[config.mk]
export PLATFORM = sky130hd
export DESIGN_NAME = timer_pulse_gen
export DESIGN_NICKNAME = d
export VERILOG_FILES = /design/src/rtl/timer_pkg.sv /design/src/rtl/pg_phase_cnt.sv /design/src/rtl/timer_pulse_gen.sv
export SDC_FILE = /design/constraint.sdc
export NUM_CORES = 1
export LEC_CHECK = 0
export BUFFER_PORTS_ARGS = -buffer_cell sky130_fd_sc_hd__buf_2
export CORE_ASPECT_RATIO = 1.75
export CORE_MARGIN = 1
export CORE_UTILIZATION = 55
export DETAILED_ROUTE_END_ITERATION = 8
export PLACE_DENSITY = 0.76
export SETUP_SLACK_MARGIN = 0.02
export SLEW_MARGIN = 20
export SYNTH_ARGS = -nofsm -noshare
export SYNTH_HDL_FRONTEND = slang
export SYNTH_SLANG_ARGS = --single-unit
[constraint.sdc]
create_clock -name clk -period 3.5 [get_ports clk]
set_input_delay 0.525 -clock clk [delete_from_list [all_inputs] [get_ports clk]]
set_output_delay 0.525 -clock clk [all_outputs]
set_load 0.005 [all_outputs]
[src/rtl/timer_pkg.sv]
// Shared definitions for the timer pulse generator.
// Holds the default field width and the controller state encoding used by
// timer_pulse_gen and its phase counter.
package timer_pkg;

  // Default width of the period / high-length / burst / pulse-count fields.
  localparam int unsigned TIMER_CW_DEFAULT = 8;

  // Pulse generator controller states.
  typedef enum logic [1:0] {
    ST_IDLE = 2'd0,
    ST_HIGH = 2'd1,
    ST_LOW  = 2'd2,
    ST_DONE = 2'd3
  } timer_state_e;

endpackage : timer_pkg

[src/rtl/pg_phase_cnt.sv]
// Phase counter for the pulse generator.
// Loads a value, counts it down to zero and reports when it has reached zero.
// Ports:
//   clk        system clock
//   rst_n      asynchronous active-low reset
//   i_load     load i_load_val this cycle (takes priority over decrement)
//   i_load_val value to load (cycles remaining in the phase minus one)
//   i_dec      decrement by one; holds at zero
//   o_zero     counter is zero: current cycle is the last of the phase
module pg_phase_cnt #(
  parameter int unsigned CW = 8
) (
  input  logic          clk,
  input  logic          rst_n,
  input  logic          i_load,
  input  logic [CW-1:0] i_load_val,
  input  logic          i_dec,
  output logic          o_zero
);

  logic [CW-1:0] r_cnt;

  // Phase count register: load, decrement toward zero, or hold.
  always_ff @(posedge clk or negedge rst_n) begin
    if (!rst_n) begin
      r_cnt <= {CW{1'b0}};
    end else if (i_load) begin
      r_cnt <= i_load_val;
    end else if (i_dec && (r_cnt != {CW{1'b0}})) begin
      r_cnt <= r_cnt - {{(CW-1){1'b0}}, 1'b1};
    end else begin
      r_cnt <= r_cnt;
    end
  end

  assign o_zero = (r_cnt == {CW{1'b0}});

endmodule : pg_phase_cnt

[src/rtl/timer_pulse_gen.sv]
// Timer pulse generator: emits a burst of pulses (or a continuous train) for a
// downstream timer/counter T input, with a gate window around the burst.
// Ports:
//   clk, rst_n          clock, asynchronous active-low reset
//   start               begin a burst (only accepted when idle)
//   stop                abort a running burst (HIGH or LOW phase)
//   period, high_len    pulse period and high time in cycles, sampled on start
//   burst               pulse count, 0 = run until stop, sampled on start
//   timer_out           pulse train
//   gate_out            high while the burst is running
//   busy                high whenever not idle
//   done                one-cycle pulse at the end of a burst
//   pulse_cnt           pulses started in the current/last burst
module timer_pulse_gen
  import timer_pkg::*;
#(
  parameter int unsigned CW = TIMER_CW_DEFAULT
) (
  input  logic          clk,
  input  logic          rst_n,
  input  logic          start,
  input  logic          stop,
  input  logic [CW-1:0] period,
  input  logic [CW-1:0] high_len,
  input  logic [CW-1:0] burst,
  output logic          timer_out,
  output logic          gate_out,
  output logic          busy,
  output logic          done,
  output logic [CW-1:0] pulse_cnt
);

  localparam logic [CW-1:0] ONE  = {{(CW-1){1'b0}}, 1'b1};
  localparam logic [CW-1:0] TWO  = {{(CW-2){1'b0}}, 2'b10};
  localparam logic [CW-1:0] ZERO = {CW{1'b0}};
  localparam logic [CW-1:0] ONES = {CW{1'b1}};

  timer_state_e  r_state;
  logic [CW-1:0] r_period;
  logic [CW-1:0] r_high_len;
  logic [CW-1:0] r_burst;
  logic [CW-1:0] r_pulse_cnt;
  logic          r_timer_out;
  logic          r_gate_out;
  logic          r_busy;
  logic          r_done;

  logic [CW-1:0] w_period_c;
  logic [CW-1:0] w_high_c;
  logic [CW-1:0] w_low_len;
  logic [CW-1:0] w_cnt_inc;
  logic          w_more;
  logic          w_load;
  logic [CW-1:0] w_load_val;
  logic          w_dec;
  logic          w_zero;

  // Field clamping and next-pulse decision helpers.
  always_comb begin
    w_period_c = (period < TWO) ? TWO : period;
    if (high_len == ZERO) begin
      w_high_c = ONE;
    end else if (high_len >= w_period_c) begin
      w_high_c = w_period_c - ONE;
    end else begin
      w_high_c = high_len;
    end
    w_low_len = r_period - r_high_len;
    w_cnt_inc = (r_pulse_cnt == ONES) ? r_pulse_cnt : (r_pulse_cnt + ONE);
    w_more    = (r_burst == ZERO) || (r_pulse_cnt < r_burst);
  end

  // Phase counter control: load at each phase start, otherwise count down.
  // The load value is the phase length minus one so o_zero marks the last cycle.
  always_comb begin
    w_load     = 1'b0;
    w_load_val = ZERO;
    w_dec      = 1'b0;
    case (r_state)
      ST_IDLE: begin
        if (start) begin
          w_load     = 1'b1;
          w_load_val = w_high_c - ONE;
        end else begin
          w_load = 1'b0;
        end
      end
      ST_HIGH: begin
        if (stop) begin
          w_dec = 1'b0;
        end else if (w_zero) begin
          w_load     = 1'b1;
          w_load_val = w_low_len - ONE;
        end else begin
          w_dec = 1'b1;
        end
      end
      ST_LOW: begin
        if (stop) begin
          w_dec = 1'b0;
        end else if (w_zero && w_more) begin
          w_load     = 1'b1;
          w_load_val = r_high_len - ONE;
        end else if (w_zero) begin
          w_dec = 1'b0;
        end else begin
          w_dec = 1'b1;
        end
      end
      ST_DONE: begin
        w_dec = 1'b0;
      end
      default: begin
        w_dec = 1'b0;
      end
    endcase
  end

  pg_phase_cnt #(.CW(CW)) u_phase (
    .clk        (clk),
    .rst_n      (rst_n),
    .i_load     (w_load),
    .i_load_val (w_load_val),
    .i_dec      (w_dec),
    .o_zero     (w_zero)
  );

  // Controller FSM with registered outputs; stop wins over pulse continuation.
  always_ff @(posedge clk or negedge rst_n) begin
    if (!rst_n) begin
      r_state     <= ST_IDLE;
      r_period    <= ZERO;
      r_high_len  <= ZERO;
      r_burst     <= ZERO;
      r_pulse_cnt <= ZERO;
      r_timer_out <= 1'b0;
      r_gate_out  <= 1'b0;
      r_busy      <= 1'b0;
      r_done      <= 1'b0;
    end else begin
      case (r_state)
        ST_IDLE: begin
          if (start) begin
            r_state     <= ST_HIGH;
            r_period    <= w_period_c;
            r_high_len  <= w_high_c;
            r_burst     <= burst;
            r_pulse_cnt <= ONE;  // cleared, then counted for the first pulse
            r_timer_out <= 1'b1;
            r_gate_out  <= 1'b1;
            r_busy      <= 1'b1;
          end
          r_done <= 1'b0;
        end
        ST_HIGH: begin
          if (stop) begin
            r_state     <= ST_DONE;
            r_timer_out <= 1'b0;
            r_gate_out  <= 1'b0;
            r_done      <= 1'b1;
          end else if (w_zero) begin
            r_state     <= ST_LOW;
            r_timer_out <= 1'b0;
          end
        end
        ST_LOW: begin
          if (stop || (w_zero && !w_more)) begin
            r_state     <= ST_DONE;
            r_timer_out <= 1'b0;
            r_gate_out  <= 1'b0;
            r_done      <= 1'b1;
          end else if (w_zero) begin
            r_state     <= ST_HIGH;
            r_timer_out <= 1'b1;
            r_pulse_cnt <= w_cnt_inc;
          end
        end
        ST_DONE: begin
          r_state <= ST_IDLE;
          r_busy  <= 1'b0;
          r_done  <= 1'b0;
        end
        default: begin
          r_state     <= ST_IDLE;
          r_timer_out <= 1'b0;
          r_gate_out  <= 1'b0;
          r_busy      <= 1'b0;
          r_done      <= 1'b0;
        end
      endcase
    end
  end

  assign timer_out = r_timer_out;
  assign gate_out  = r_gate_out;
  assign busy      = r_busy;
  assign done      = r_done;
  assign pulse_cnt = r_pulse_cnt;

endmodule : timer_pulse_gen

# == Word-level counts from Yosys, hierarchy flattened ==
# Index checks and enable logic that the tools add are counted.
# totals
elab_cells,101
out_inout_bits,12
regBits,46
in_bits,28
# op_classes
reduce_logical,23
n_eq_ne,12
addsub,7
n_lt_le_gt_ge,3
n_mux,46
# ops
cell,count
$mux 8,14
$sub 8x1->8 const B,5
$logic_not 8->1,3
$pmux 8 s3,1
$mux 1,18
$pmux 8 s2,1
$ne 2x2->1 const B,6
$pmux 1 s3,4
$mux 2,5
$add 8x1->8 const B,1
$eq 8x8->1 const B,1
$ge 8x8->1,1
$lt 8x2->1 const B,1
$lt 8x8->1,1
$pmux 2 s4,1
$reduce_and 4->1,2
$reduce_bool 8->1,1
$sub 8x8->8,1
$ne 3x3->1 const B,2
$reduce_and 2->1,3
$reduce_bool 2->1,3
$reduce_and 5->1,1
$eq 2x2->1 const B,2
$pmux 1 s2,2
other kinds (8),11

# == Longest topological paths before layout ==
# Gate-level depths: netlist of run 1.
# logic_depth
word_depth,9
mapped_depth,15
mapped_depth_nobuf,14

# == Modules after synthesis ==
# A second synthesis of run 1 with hierarchy kept.
# hier_totals
cells_unflattened,468
area_unflattened_um2,3870.0
# modules_own_cells
mod,area_per_inst_um2,cells_each,seq_area_each_um2,instances
timer_pulse_gen,3342.0,410,950.9,1
pg_phase_cnt,528.0,58,200.2,1

# == Worst setup path after synthesis of run 1 ==
# Ideal clock, no wire load.
# synth_timing
kind,input-to-reg
start,in period[5]
end,reg u_phase.r_cnt[6]
arrival_time_ns,3.826
stages,15
setup_time_ns,0.121
n_path_buf,1
t_required_ns,3.379
slack_ns,-0.447
path_cell_list,or4_4 > o41ai_4 > inv_1 > ha_1 > nand2b_4 > a2111o_1 > a31o_1 > buf_6 > o21a_1 > o21ai_0 > ha_1 > inv_1 > nor4b_4 > xnor2_1 > a22o_1
# synth_via
elab_chain_len,9
elab_cells_between_ends,10
classes_between,add/sub (2); order compare (2); mux (6)
# synth_lines
item,line,text
start: declaration,timer_pulse_gen.sv:23,"input logic [CW-1:0] period,"
$lt 8x2->1 (*),timer_pulse_gen.sv:60,w_period_c = (period < TWO) ? TWO : period;
$mux 8 (*),timer_pulse_gen.sv:60,
via w_period_c[0],timer_pulse_gen.sv:48,logic [CW-1:0] w_period_c;
$sub 8x1->8 / $ge 8x8->1 (equally long branches),"timer_pulse_gen.sv:64, timer_pulse_gen.sv:63",
$mux 8 (*),timer_pulse_gen.sv:63,end else if (high_len >= w_period_c) begin
$mux 8 (*),timer_pulse_gen.sv:61,if (high_len == ZERO) begin
$sub 8x1->8 (*),timer_pulse_gen.sv:83,w_load_val = w_high_c - ONE;
$mux 8 (*),timer_pulse_gen.sv:81,if (start) begin
$pmux 8 s3 (*),timer_pulse_gen.sv:79,case (r_state)
$mux 8 (*),pg_phase_cnt.sv:27,end else if (i_load) begin
end signal: assignment,pg_phase_cnt.sv:26,r_cnt <= {CW{1'b0}};
end signal: assignment,pg_phase_cnt.sv:28,r_cnt <= i_load_val;
end signal: assignment,pg_phase_cnt.sv:30,"r_cnt <= r_cnt - {{(CW-1){1'b0}}, 1'b1};"
end: declaration,pg_phase_cnt.sv:21,logic [CW-1:0] r_cnt;
# The timed path passes the listed nets; every way through them passes the cells marked *.
# A chain may end at the register's enable or synchronous reset.

# == Final worst setup path of run 1 ==
# Ends and elaborated chain as after synthesis.

==> results.md, run 1 <==
* Final std cells w/o fill at 565
* HP Class: in2async
* DIE AREA at ~6900 um^2
* Yosys cell types at 66
* Die width at 63.4 um
* Net switching power at between 1000 and 1500 uW
* Util after Layout at 0.687
* R2R setup slack at approximately 610 ps
* Post-synth EDFFs at 0
* Status: finished with violations
* Sequential area share after synthesis at 0.318
* Latest clock arrival within the worst-skew pair at 310 ps
* Aggregate global routing overflow at 0
* Num Clock Sinks at 46
* Pint at between 1500 and 2000 uW
* Global-route usage over all layers at 0.288
* Filler cell count at approximately 520
* Worst Setup Slack, final at -17.6 ps
* Crit path cell chain: buf_6 > or4_4 > o41ai_4 > inv_1 > ha_1 > nand2b_4 > a2111o_1 > a31o_1 > mux2i_1 > nor2_1 > ha_2 > inv_2 > nor4b_4 > xnor2_1 > a22o_1
* Share of cells above drive strength 1 at 0.227
* Largest net degree at the start of global routing at 47
* Area share of the largest cell type after synthesis at 0.318
* CTS H-tree lvls at 2
* Via count at between 3000 and 4000
* Synth Instances at about 420
* Peak VDD IR at 0.347 mV
* WP buf/inv at 3
* Initial core utilization at 0.577
* 1st-iter DRT viols at roughly 180
* Ant diodes at 0
* CTS Buffer Depth at 2
* Crit path max-delay cell type: or4_4
* Sequential Power Share at 0.331
* PortBufs at 39
* NumNets Final at 544
* Critical Path End Type: flop
* Failing checks: negative setup slack
* Final wirelength at between 9000 and 10000 um
* Global-route wire length before repair at 15500 um
* Crit path max-delay family: compound AO/OA/AOI/OAI gates
* Vias/cell at between 5 and 6
* Critical path class: in2reg
* Final ANT Viol Nets at 0
* Placeable Area at 6280 um^2
* Tcrit/Tclk final at 1.01
* Post-Syn Area at ~3600 um^2
* Power density cells at 682 nW/um^2
* Crit Path Max Fanout at 3
* Max Fclk at approximately 0.28 GHz
* Worst EP arrival at 3720 ps
* Setup-failing EPs final at 2
* Worst path max stage delay at 550 ps
* Multi-input gate area in the final layout at 2370 um^2
* Mapped Avg Cell Area at 8.69 um^2
* Lkg Pwr at 0.00197 uW
* Slew at the pin with the worst max-slew slack at 704 ps
* Seq cells post-synth at 46
* Startpoint Class: input port
* RSZ-0062 raised after global routing: true
* Initial antenna violation count at 0
* Final setup skew at 6.23 ps
* Synth area leader: dfrtp_1
* Rows at 38
* Die H at approximately 110 um
* Async SR Flop Fraction at 1.00
* Post-layout minimum cycle time at 3520 ps
* Synth top area cells: dfrtp_1 32%, ha_1 11%, o21ai_0 6.1%
* Syn. warnings at 0
* Syn_nets at 477
* Slew HR at 0.529
* Vias in the first global route at between 3000 and 4000
* 1st-pass router iterations at 4
* CP required at 3700 ps
* CTS buffer count at 5
* DRC at 0
* Gp weighted congestion at 0.821
* Seq. cell area at 1150 um^2
* Root buf cell: clkbuf_8
* DP HPWL at 7340 um
* Sw Share at 0.448
* Combinational Power Share at 0.553
* Top-Level Pins at 40
* Wire length per cell at 16.8 um
* P&R area growth vs syn at 18.9%
* Clock slew at reported path FFs at roughly 80 ps
* Fin. Hold Viols at 0
* TritonCTS clock tree: done
* Synth Flop Type: dfrtp_1
* Slew Limit Fails at 0
* Clock share of power at 0.116
* Max-Cap Viols at 0
* Placed Cells at 552
cells in the final DEF, fill, tap and decap left out, types with 3 or more instances in the layout:
| master | n |
|---|---|
| and3_1 | 5 |
| nand2b_1 | 4 |
| a21oi_1 | 20 |
| or4_1 | 3 |
| o21ai_0 | 43 |
| inv_1 | 36 |
| dfrtp_1 | 46 |
| xnor2_1 | 20 |
| nand3_1 | 5 |
| clkbuf_8 | 6 |
| mux2i_1 | 3 |
| nand2_1 | 45 |
| nor2b_1 | 7 |
| buf_2 | 36 |
| buf_6 | 5 |
| nor2_1 | 26 |
| nor3_1 | 11 |
| o31ai_1 | 3 |
| mux2_2 | 3 |
| nor4_1 | 7 |
| and2_1 | 5 |
| buf_4 | 29 |
| xor2_1 | 8 |
| or3_1 | 7 |
| o211ai_1 | 4 |
| ha_1 | 30 |
| a31oi_1 | 4 |
| a211oi_1 | 5 |
registers in the layout, indices dropped and copies added (netlist names):
register	cells
r_period	8
r_burst	8
u_phase.r_cnt	8
gate_out	1
busy	1
done	1
r_state	2
pulse_cnt	8
r_high_len	8
timer_out	1
Yosys cell counts, types with 7 or more instances:
cell / n
a21oi_1: 20
clkbuf_1: 7
dfrtp_1: 46
ha_1: 31
inv_1: 37
nand2_1: 46
nor2_1: 26
nor2b_1: 7
nor3_1: 12
nor4_1: 7
o21ai_0: 44
or3_1: 7
xnor2_1: 20
xor2_1: 9
routing by layer:
layer / track usage / share of wire / up-vias
met3: 0.0332 / 0.025 / 44
met5: 0 / 0 / -
li1: - / - / 1623
met4: 0.209 / 0.061 / 0
met1: 0.267 / 0.34 / 1619
met2: 0.565 / 0.57 / 98
final cells by class:
class | count | area share
Multi-Input combinational cell | 324 | 0.551
Sequential cell | 46 | 0.267
Timing Repair Buffer | 70 | 0.105
Inverter | 37 | 0.0322
Tap cell | 80 | 0.0232
Clock buffer | 7 | 0.0200
Clock inverter | 1 | 0.00116
cell families (layout without fill, tap and decap cells):
logic type / count (synthesis) / after routing / synth area share
XOR/XNOR: 29 / 29 / 0.0701
flip-flops: 46 / 46 / 0.318
AND/OR/NAND/NOR: 138 / 138 / 0.203
buffers and inverters: 47 / 115 / 0.0521
adder cells (fa/ha/maj): 32 / 32 / 0.113
multiplexers: 11 / 11 / 0.0352
AO/OA/AOI/OAI: 114 / 114 / 0.209
through the flow:
step,power (uW),hold WS [ps],area [um^2],setup TNS [ps],setup WS [ps]
2_1_floorplan,2080,229,3630,-779,-385
4_1_cts,2900,411,4220,-31.3,-30.6
6_report,2940,212,4310,-18.3,-17.6
3_5_place_dp,2540,477,4070,-2500,-408
5_1_grt,3190,259,4310,-647,-244
3_3_place_gp,2470,472,4070,-1950,-333
worst paths after layout:
path | startpoint | to | depth (start not counted)
worst max-delay path | period[5] | u_phase.r_cnt[6] | 15
worst min-delay path | rst_n | done | 1
worst max register to register | r_high_len[1] | u_phase.r_cnt[7] | 9
worst min register to register | r_period[2] | r_period[2] | 2
max in group asynchronous | rst_n | r_period[5] | 1
min in group clk | burst[4] | r_burst[4] | 3
power groups by stage:
stage / sequential, uW / combinational (uW) / clock, uW
2_1_floorplan: 932 / 1140 / 0
3_3_place_gp: 966 / 1500 / 0
3_5_place_dp: 978 / 1560 / 0
4_1_cts: 969 / 1590 / 349
5_1_grt: 1000 / 1830 / 363
6_report: 974 / 1620 / 341
repair_timing:
action	4_1_cts	5_1_grt
buffers inserted	3	2
resized for setup	8	12
hold buffers	0	0
pin swaps	2	4
endpoints found under the setup margin	5	7
Note: power is estimated with default switching activity, not from simulation.
==> inputs of run 2 (changes only) <==
--- a/config.mk
+++ b/config.mk
@@ -9,7 +9,10 @@
 export CORE_ASPECT_RATIO = 1.75
 export CORE_MARGIN = 1
 export CORE_UTILIZATION = 55
+export CTS_BUF_LIST = sky130_fd_sc_hd__clkbuf_2 sky130_fd_sc_hd__clkbuf_4 sky130_fd_sc_hd__clkbuf_8
+export CTS_CLUSTER_DIAMETER = 120
 export DETAILED_ROUTE_END_ITERATION = 8
+export GPL_TIMING_DRIVEN = 0
 export PLACE_DENSITY = 0.76
 export SETUP_SLACK_MARGIN = 0.02
 export SLEW_MARGIN = 20
==> run 2 against run 1 <==
  * The flow still finishes with violations (negative setup slack)
  * Sequential share of layout area increased by 0.64 points
  * Global-route usage is 1.0 points lower
  * Clock-buffer cell count is the same
  * First-iteration DRC count shrank 43%
  * Worst setup slack got worse by 230 ps
==> results.md, run 2 (synthesis results as in run 1) <==
* Worst hold slack at 208 ps
* DRC at 0
* CTS H-tree lvls at 2
* Setup-failing EPs final at 6
* HP Class: in2async
* Final wirelength at about 9200 um
* Startpoint Class: input port
* Share of cells above drive strength 1 at 0.202
* TNS Setup at -951 ps
* Vias/cell at 6.05
* Worst R2R End: u_phase.r_cnt[6]
* NumNets Final at 535
* RSZ-0062 raised after global routing: true
* P&R area growth vs syn at 16.2%
* CP required at 3700 ps
* Crit Path Max Fanout at 5
* Die H at approximately 110 um
* Commonest non-fill, non-tap cells in the layout: 46 x nand2_1, 46 x dfrtp_1, 43 x o21ai_0, 37 x buf_2, 36 x inv_1
* Crit path max-delay cell type: or4_4
* Die width at around 63 um
* PortBufs at 39
* Status: finished with violations
* Global-route usage over all layers at 0.278
* Power density cells at 694 nW/um^2
* Setup slack at placement at -926 ps
* Max-Cap Viols at 0
* Slew Limit Fails at 0
* Crit path cell chain: buf_2 > or4_4 > o41ai_4 > inv_1 > ha_1 > nand2b_4 > a2111o_1 > a31o_1 > buf_6 > mux2i_1 > nor2_1 > ha_2 > inv_2 > nor4b_4 > xnor2_1 > a22o_1
* Combinational Power Share at 0.546
* Clock share of power at 0.121
* Sequential Power Share at 0.333
* Placeable Area at 6280 um^2
* 1st-iter DRT viols at roughly 100
* Clock slew at reported path FFs at 90 ps
* Final std cells w/o fill at 556
* Initial core utilization at 0.577
* Latest clock arrival within the worst-skew pair at just over 300 ps
* Sw Share at 0.447
* Aggregate global routing overflow at 0
* Via count at 3366
* DP HPWL at 7060 um
* Lkg Pwr at ~0.0019 uW
* Critical Path End Type: flop
* Initial antenna violation count at 0
* Rows at 38
* Worst r2r src: pulse_cnt[7]
* Filler cell count at between 500 and 600
* Final ANT Viol Nets at 0
* Multi-input gate area in the final layout at 2370 um^2
* Max Fclk at approximately 0.27 GHz
* Peak VDD IR at 0.291 mV
* CTS buffer count at 5
* Tcrit/Tclk final at 1.07
* Global-route wire length before repair at 14700 um
* CTS Buffer Depth at 2
* Failing checks: negative setup slack
* Critical path class: in2reg
* Net switching power at 1300 uW
* Post-layout minimum cycle time at 3750 ps
* R2R setup slack at 520 ps
* Wire length per cell at 16.5 um
* Final setup skew at 6.10 ps
* Seq. cell area at around 1200 um^2
* Fin. Hold Viols at 0
* Worst EP arrival at 3950 ps
* TritonCTS clock tree: done
* Vias in the first global route at 3377
* Worst reg2reg path depth at 8
* Slew at the pin with the worst max-slew slack at 822 ps
* Largest net degree at the start of global routing at 47
* Slew HR at 0.452
* Ant diodes at 0
* Gp weighted congestion at 0.887
* DIE AREA at 6930 um^2
* Pint at ~1600 uW
* Total Power at 2920 uW
* Worst path max stage delay at 510 ps
* Num Clock Sinks at 46
* 1st-pass router iterations at 4
* Top-Level Pins at 40
* Placed Cells at around 540
* Worst Setup Slack, final at -246 ps
* Root buf cell: clkbuf_8
run 2: power groups by stage:
stage               combinational, uW  sequential, uW  clock (uW)
floorplan                        1140             932           0
global placement                 1460             966           0
detailed placement               1510             977           0
CTS                              1570             967         361
global route                     1770            1010         375
finish                           1590             971         354
run 2: final cells by class:
cell class              instances  share of cell area
multi-input cells             324               0.563
flip-flops and latches         46               0.273
repair buffers                 51              0.0722
inverters                      37              0.0330
well taps                      80              0.0238
clock buffers                   7              0.0214
plain buffers                  10              0.0119
clock inverters                 1             0.00119
run 2: what timing repair did:
| action | 4_1_cts | 5_1_grt |
|---|---|---|
| hold endpoints to repair | 0 | 0 |
| setup endpoints to repair | 7 | 7 |
| resized for setup | 16 | 4 |
| cloned | 0 | 0 |
| buffers inserted | 12 | 0 |
| hold buffers | 0 | 0 |
| pin swaps | 17 | 9 |
run 2: per-layer routing:
metal,up-vias,track usage,routed length (um)
met5,-,0,0
met4,0,0.213,516
met3,39,0.0425,239
met2,98,0.557,5320
met1,1612,0.235,3120
li1,1617,-,-
run 2: worst max-delay path by stage:
stage / from / end / slack, ps
6_report: period[3] / u_phase.r_cnt[6] / -250
5_1_grt: period[4] / u_phase.r_cnt[6] / -340
4_1_cts: period[4] / u_phase.r_cnt[6] / -300
3_5_place_dp: period[5] / u_phase.r_cnt[6] / -930
3_3_place_gp: period[5] / u_phase.r_cnt[6] / -890
2_1_floorplan: period[5] / u_phase.r_cnt[6] / -390
run 2: metrics by stage:
stage | instance area, um^2 | util
2_1_floorplan | 3630 | -
6_report | 4210 | 0.671
5_1_grt | 4210 | 0.671
3_3_place_gp | 3920 | 0.625
4_1_cts | 4180 | 0.667
3_5_place_dp | 3920 | 0.625
run 2: worst max-delay path: cells and delay by family:
family          cells  cell delay, ps
simple gates        4            1030
xor+xnor            1             110
fa+ha+maj           2             520
buf+inv             4             440
compound gates      4            1220
mux                 1             110
